**src/rtl/pipe_stage_fifo.sv**
```systemverilog
// Elastic valid/ready pipeline register holding up to DEPTH entries in FIFO order.
// REG_READY selects a pass-through or fully registered in_ready.
module pipe_stage_fifo #(
  parameter int unsigned DATA_W    = 64,
  parameter int unsigned DEPTH     = 2,
  parameter int unsigned REG_READY = 0,
  localparam int unsigned CNT_W    = $clog2(DEPTH + 1)
) (
  input  logic              clk,
  input  logic              reset,
  input  logic              flush_i,
  input  logic              in_valid,
  output logic              in_ready,
  input  logic [DATA_W-1:0] in_data,
  output logic              out_valid,
  input  logic              out_ready,
  output logic [DATA_W-1:0] out_data,
  output logic [CNT_W-1:0]  count_o
);

  localparam int unsigned PTR_W = (DEPTH > 1) ? $clog2(DEPTH) : 1;

  logic [DATA_W-1:0] mem [DEPTH];
  logic [PTR_W-1:0]  wr_ptr;
  logic [PTR_W-1:0]  rd_ptr;
  logic [CNT_W-1:0]  count;
  logic              full;
  logic              accept;
  logic              send;

  // Explicit wrap at DEPTH-1 since DEPTH need not be a power of two.
  function automatic logic [PTR_W-1:0] bump(input logic [PTR_W-1:0] p);
    return (p == PTR_W'(DEPTH - 1)) ? '0 : p + 1'b1;
  endfunction

  assign full      = (count == CNT_W'(DEPTH));
  assign in_ready  = (REG_READY != 0) ? ~full : (~full | out_ready);
  assign out_valid = (count != '0);
  assign out_data  = mem[rd_ptr];
  assign count_o   = count;
  assign accept    = in_valid & in_ready;
  assign send      = out_valid & out_ready;

  always_ff @(posedge clk) begin
    if (reset) begin
      count  <= '0;
      wr_ptr <= '0;
      rd_ptr <= '0;
    end else if (flush_i) begin
      count  <= '0;
      wr_ptr <= '0;
      rd_ptr <= '0;
    end else begin
      if (accept) wr_ptr <= bump(wr_ptr);
      if (send)   rd_ptr <= bump(rd_ptr);
      case ({accept, send})
        2'b10:   count <= count + 1'b1;
        2'b01:   count <= count - 1'b1;
        default: count <= count;
      endcase
    end
  end

  // At full with REG_READY=0, wr_ptr == rd_ptr, so the write refills the slot being read.
  always_ff @(posedge clk) begin
    if (accept && !flush_i && !reset) mem[wr_ptr] <= in_data;
  end

  always_ff @(posedge clk) begin
    if (!reset) assert (count <= CNT_W'(DEPTH));
  end

endmodule

```
**config.mk**
```make
export PLATFORM = sky130hd
export DESIGN_NAME = pipe_stage_fifo
export DESIGN_NICKNAME = d
export VERILOG_FILES = /design/src/rtl/pipe_stage_fifo.sv
export SDC_FILE = /design/constraint.sdc
export NUM_CORES = 1
export LEC_CHECK = 0
export CORE_AREA = 8 8 107 109
export DETAILED_ROUTE_END_ITERATION = 10
export DIE_AREA = 0 0 115 117
export GPL_TIMING_DRIVEN = 0
export PLACE_DENSITY = 0.83
export SETUP_SLACK_MARGIN = 0.4
export SLEW_MARGIN = 5
export SYNTH_ARGS = -nofsm -noshare
export SYNTH_HDL_FRONTEND = slang
export SYNTH_SLANG_ARGS = --single-unit
```
**constraint.sdc**
```tcl
create_clock -name clk -period 14.81 [get_ports clk]
set_input_delay 4.443 -clock clk [delete_from_list [all_inputs] [get_ports clk]]
set_output_delay 4.443 -clock clk [all_outputs]
set_load 0.02 [all_outputs]
```
==> impl_metrics.tcl, run 1 <==
set metrics [dict create \
    syn_area_mm2 0.00484 \
    leakagePower_nw 2.35 \
    rsz0062_at_grt "no" \
    fin_crit_ns 10.26 \
    overflow 0 \
    io_buffers 136 \
    place_inst 499 \
    ant_nets 0 \
    setup_violations 0 \
    grt_pass1_wl_mm 14.6 \
    design.die.area_mm2 0.0135 \
    worstPathArrival_ns 5.82 \
    fill_cells 671 \
    vias_per_cell 4.87 \
    gp_congestion 0.712 \
    grt_max_degree 41 \
    fmax_mhz 97.4 \
    yosys_most_used_dff "edfxtp_1" \
    cts_max_path_buffers 2 \
    grt_pass1_vias 2884 \
    cts_tree "built" \
    cts_hold_buf 0 \
    dieHeight_um 117 \
    max-vdd-ir-drop_uv 78.6 \
    io_pins 137 \
    wl_per_cell_um 18.1 \
    cts_resized 0 \
    postCtsSetupRepairBufs 0 \
    insertion_delay_ns 0.51 \
    status "finished clean" \
    synth_cell_types 18 \
    fin_cells 531 \
    crit_path_end_kind "output port" \
    tns_ns 0 \
    htreeDepth 4 \
    crit_top_cell "clkdlybuf4s50_1" \
    initial_core_util_pct 48.8 \
    crit_path_start_kind "input pin" \
    rrSetupSlack_ns 12.93 \
    critPathRequiredTime_ns 10.37 \
    syn-num-nets 294 \
    tightest_slew_ns 0.554 \
    avgSynthCellArea_um2 21.6 \
    vias 2586 \
    slowest_stage "clkdlybuf4s50_1" \
    post-route-period-util_pct 69.3 \
    fin_skew_ns 0.00442 \
    ys_top_cells_by_area "edfxtp_1 (79%), mux2_2 (15%), dfxtp_1 (2.1%), buf_2 (0.72%), xnor2_1 (0.36%)" \
    async_flop_share_pct 0 \
    antenna_found_initial 0 \
    rows 37 \
    hold_path.class "flop to flop" \
    power.density_mw_per_mm2 125 \
    synth_cells 224 \
    nets 452 \
    dp_worst_setup_slack_ns 4.54 \
    synth_top_area_share_pct 79.5 \
    hold_viol_final 0 \
    area_growth_pct 45.1 \
    final_cell_mix "clkdlybuf4s50_1 (136), edfxtp_1 (128), mux2_2 (64)" \
    yosysTopAreaCell "edfxtp_1" \
    design.core.area_mm2 0.00991 \
    yosysSeqAreaShare_pct 81.5 \
    final_common_cell "clkdlybuf4s50_1" \
    cap_violations 0 \
    yosys_warnings 0 \
    fin_ws_ns 4.55 \
    drt_iter0_drc 111 \
    layout-drive-gt1-share_pct 27.8 \
    clock-sinks 133 \
    clkTransAtPathRegs_ns 0.06 \
    root_buffer "clkbuf_8" \
    worst-setup-path-type "input pin to output port" \
    maxSlewViolCount 0 \
    cp_max_fo 3 \
    hpwl_mm 6.71 \
    grt_use_total_pct 14.8 \
    slew_headroom_pct 63.0 \
    ys_ff_latch 133 \
    drcViolationCount 0 \
    dr.pass1.iters 5 \
    die_w_um 115 \
    cp_cell_sequence "clkdlybuf4s50_1 > or3b_4 > clkdlybuf4s50_1" \
    max_stage_delay_ns 0.55 \
    antenna_cells 0 \
    synth_edf_count 128 \
    drt_wl_total_mm 9.60 \
    cts_buffers 17 \
]
-- synthesized netlist by cell type (2+ instances only) --
library cell,n
buf_2,7
dfxtp_1,5
edfxtp_1,128
mux2_2,64
nand2_1,2
nor2_1,2
nor3_1,3
or3_1,2
xnor2_1,2
-- area by class of cell --
class,instances,area (um2),area share (%)
tap,136,170,2.42
timing repair buffer,139,1430,20.4
buffer,7,35.0,0.499
clock buffer,17,414,5.90
multi-input combinational,84,868,12.4
clock inverter,15,158,2.25
sequential,133,3940,56.2
-- path summary, 6_finish.rpt --
check	cells past startpoint	endpoint	start
worst max-delay path	3	in_ready	out_ready
worst min-delay path	2	wr_ptr$_SDFFE_PP0P_	wr_ptr$_SDFFE_PP0P_
worst max register to register	5	count_o[1]$_SDFFE_PP0P_	count_o[1]$_SDFFE_PP0P_
worst min register to register	2	wr_ptr$_SDFFE_PP0P_	wr_ptr$_SDFFE_PP0P_
-- through the flow --
stage / cell area (um2) / utilization [%] / hold slack, ns / total power [W]
after floorplan: 4840 / - / 0.443 / 0.000454
after global placement: 6370 / 64.3 / 0.460 / 0.000491
after detailed placement: 6450 / 65.1 / 0.487 / 0.000494
after CTS: 7020 / 70.8 / 0.496 / 0.000889
after global routing: 7020 / 70.8 / 0.518 / 0.000909
final: 7020 / 70.8 / 0.494 / 0.000880
-- state kept, by name (all words and copies together), names as in the netlist, named ones only --
signal and cells:
count_o 2, mem 128, rd_ptr 1, wr_ptr 1
-- worst max-delay path, delay by kind of cell --
family	cells	cell delay, ns
buf+inv	2	0.98
simple gates	1	0.39
-- cells by family (layout without fill, tap and decap cells) --
logic type,count (synthesis),after routing,synth area share [%]
buffers and inverters,7,178,0.724
multiplexers,65,65,15.1
AND/OR/NAND/NOR,12,12,1.42
adder cells (fa/ha/maj),1,1,0.259
XOR/XNOR,3,3,0.543
flip-flops,133,133,81.5
AO/OA/AOI/OAI,3,3,0.414
-- routing by layer --
layer  vias to the layer above  wire (um)  global-route usage [%]
li1                       1209          -                       -
met1                      1263       3680                    15.0
met2                        97       5070                    25.9
met3                        17        703                    6.46
met4                         0        145                    7.18
met5                         -          0                       0
-- report_power, final --
| group | internal, W | total (W) | switching [W] | leakage, nW |
|---|---|---|---|---|
| sequential | 0.000421 | 0.000423 | 0.00000207 | 1.20 |
| combinational | 0.0000364 | 0.0000627 | 0.0000263 | 0.880 |
| clock | 0.000240 | 0.000395 | 0.000155 | 0.270 |
| total | 0.000697 | 0.000880 | 0.000184 | 2.35 |
Power figures use the tool's default switching activity.
==> run 2, diff against run 1 <==
- CORE_AREA: 8 8 107 109 -> 8 8 116 118
- DIE_AREA: 0 0 115 117 -> 0 0 124 126
- PLACE_DENSITY: 0.83 -> 0.74
- clock period: 14.81 -> 8.2 ns (I/O delays scaled with it)
==> run 2 against run 1 <==
  * Critical path depth unchanged
  * Worst hold slack worse by 0.012 ns
  * Combinational power up 80%
  * Power up 76%
  * Largest power group unchanged
  * Clock skew up 0.0041 ns
  * Via count up 0.46%
==> impl_metrics.tcl, run 2 (same netlist as run 1, synthesis figures left out) <==
set metrics [dict create \
    setup_violations 0 \
    multiInputGateArea_um2 868 \
    clock-sinks 133 \
    slew_headroom_pct 70.0 \
    min_from "wr_ptr$_SDFFE_PP0P_" \
    fmax_mhz 159 \
    wl_per_cell_um 18.5 \
    cts_buffers 17 \
    dr.pass1.iters 5 \
    max_stage_delay_ns 0.55 \
    critical-path-top-delay-family "buffers and inverters" \
    clkTransAtPathRegs_ns 0.06 \
    gp_congestion 0.692 \
    crit_top_cell "clkdlybuf4s50_1" \
    fin_cells 542 \
    r2r-start "count_o[1]$_SDFFE_PP0P_" \
    design.core.area_mm2 0.0117 \
    stdcell_area_mm2 0.00698 \
    status "finished clean" \
    io_pins 137 \
    post-route-period-util_pct 76.7 \
    hold_viol_final 0 \
    fin_skew_ns 0.00850 \
    overflow 0 \
    root_buffer "clkbuf_16" \
    worst-setup-path-type "input pin to output port" \
    slowest_stage "clkdlybuf4s50_1" \
    drcViolationCount 0 \
    dp_worst_setup_slack_ns 1.91 \
    postCtsSetupRepairBufs 0 \
    crit_path_start_kind "input pin" \
    io_buffers 136 \
    cts_resized 0 \
    rrSetupSlack_ns 6.34 \
    grt_pass1_wl_mm 15.6 \
    ant_nets 0 \
    final_common_cell "clkdlybuf4s50_1" \
    die_w_um 124 \
    drt_wl_total_mm 10.0 \
    hold_path.class "flop to flop" \
    hold_end "wr_ptr$_SDFFE_PP0P_" \
    drt_iter0_drc 163 \
    tightest_slew_ns 0.450 \
    htreeDepth 4 \
    maxSlewViolCount 0 \
    area_growth_pct 44.3 \
    grt_max_degree 36 \
    grt_use_total_pct 13.2 \
    rsz0062_at_grt "no" \
    r2r_end "count_o[1]$_SDFFE_PP0P_" \
    rows 40 \
    insertion_delay_ns 0.40 \
    initial_core_util_pct 41.3 \
    max_flop_register "mem" \
    nets 452 \
    grt_pass1_vias 3019 \
    fin_crit_ns 6.29 \
    cp_cell_sequence "clkdlybuf4s50_1 > or3b_4 > clkdlybuf4s50_1" \
    fin_ws_ns 1.91 \
    worst-r2r-cell-count 5 \
    crit_path_end_kind "output port" \
    cts_hold_buf 0 \
    tns_ns 0 \
    fill_cells 930 \
    design.die.area_mm2 0.0156 \
    worstPathArrival_ns 3.83 \
    dpl_cell_area_mm2 0.00645 \
    leakagePower_nw 2.34 \
    max-vdd-ir-drop_uv 105 \
    layout-drive-gt1-share_pct 26.3 \
    power_w 0.00155 \
    cts_max_path_buffers 2 \
    seqCellArea_mm2 0.00394 \
    cp_max_fo 3 \
    cap_violations 0 \
    antenna_cells 0 \
    vias_per_cell 4.79 \
    crit_buf_inv 2 \
    place_inst 510 \
    vias 2598 \
    whs_path_depth 2 \
    antenna_found_initial 0 \
    hpwl_mm 6.84 \
    dieHeight_um 126 \
    largest_register_ffs 128 \
    power.density_mw_per_mm2 222 \
    final_cell_mix "clkdlybuf4s50_1 (136), edfxtp_1 (128), mux2_2 (64)" \
    critPathRequiredTime_ns 5.74 \
    cts_tree "built" \
]
## run 2: changes by cell type in the layout (fill, tap and decap cells not counted)
cell,change
clkbuf_1,+4
clkinv_4,-3
clkinv_1,+2
clkinv_2,+2
clkinvlp_4,-2
inv_6,-2
buf_12,+1
buf_16,-1
bufinv_16,-1
clkbuf_16,+1
clkbuf_8,-1
## run 2: tightest hold or removal path: stages, from the launching register on
cell and delay [ns]:
dfxtp_1 0.32, nand2_1 0.06, mux2i_1 0.06
## run 2: routing by layer
| layer | vias up | track usage, % | share of wire, % |
|---|---|---|---|
| met5 | - | 0 | 0 |
| met4 | 0 | 4.55 | 0.47 |
| met3 | 4 | 6.08 | 8.0 |
| met2 | 91 | 22.6 | 52 |
| met1 | 1291 | 14.0 | 39 |
| li1 | 1212 | - | - |
## run 2: worst max-delay path by stage
stage                                end  slack, ns  startpoint  depth (start not counted)
CTS                             in_ready       1.90   out_ready                          3
finish                          in_ready       1.91   out_ready                          3
detailed placement              in_ready       1.91   out_ready                          3
global route                    in_ready       1.87   out_ready                          3
global placement    mem[0][35]$_DFFE_PP_       0.06     flush_i                          3
floorplan            mem[0][0]$_DFFE_PP_       2.21     flush_i                          2
## run 2: layout make-up
type	instances	area share [%]
Sequential cell	133	56.5
Timing Repair Buffer	139	20.4
Multi-Input combinational cell	84	12.4
Clock buffer	21	6.31
Tap cell	147	2.64
Clock inverter	11	1.24
Buffer	7	0.502
## run 2: power breakdown
group	switching, W	leakage, nW	internal (W)	total [W]
clock	0.000258	0.255	0.000412	0.000670
sequential	0.00000372	1.20	0.000760	0.000764
combinational	0.0000479	0.877	0.0000653	0.000113
total	0.000310	2.34	0.00124	0.00155
## run 2: per-stage QoR
stage / hold WS (ns) / utilization, %
after floorplan: 0.443 / -
after global placement: 0.464 / 54.5
after detailed placement: 0.476 / 55.1
after CTS: 0.487 / 59.6
after global routing: 0.508 / 59.6
final: 0.482 / 59.6
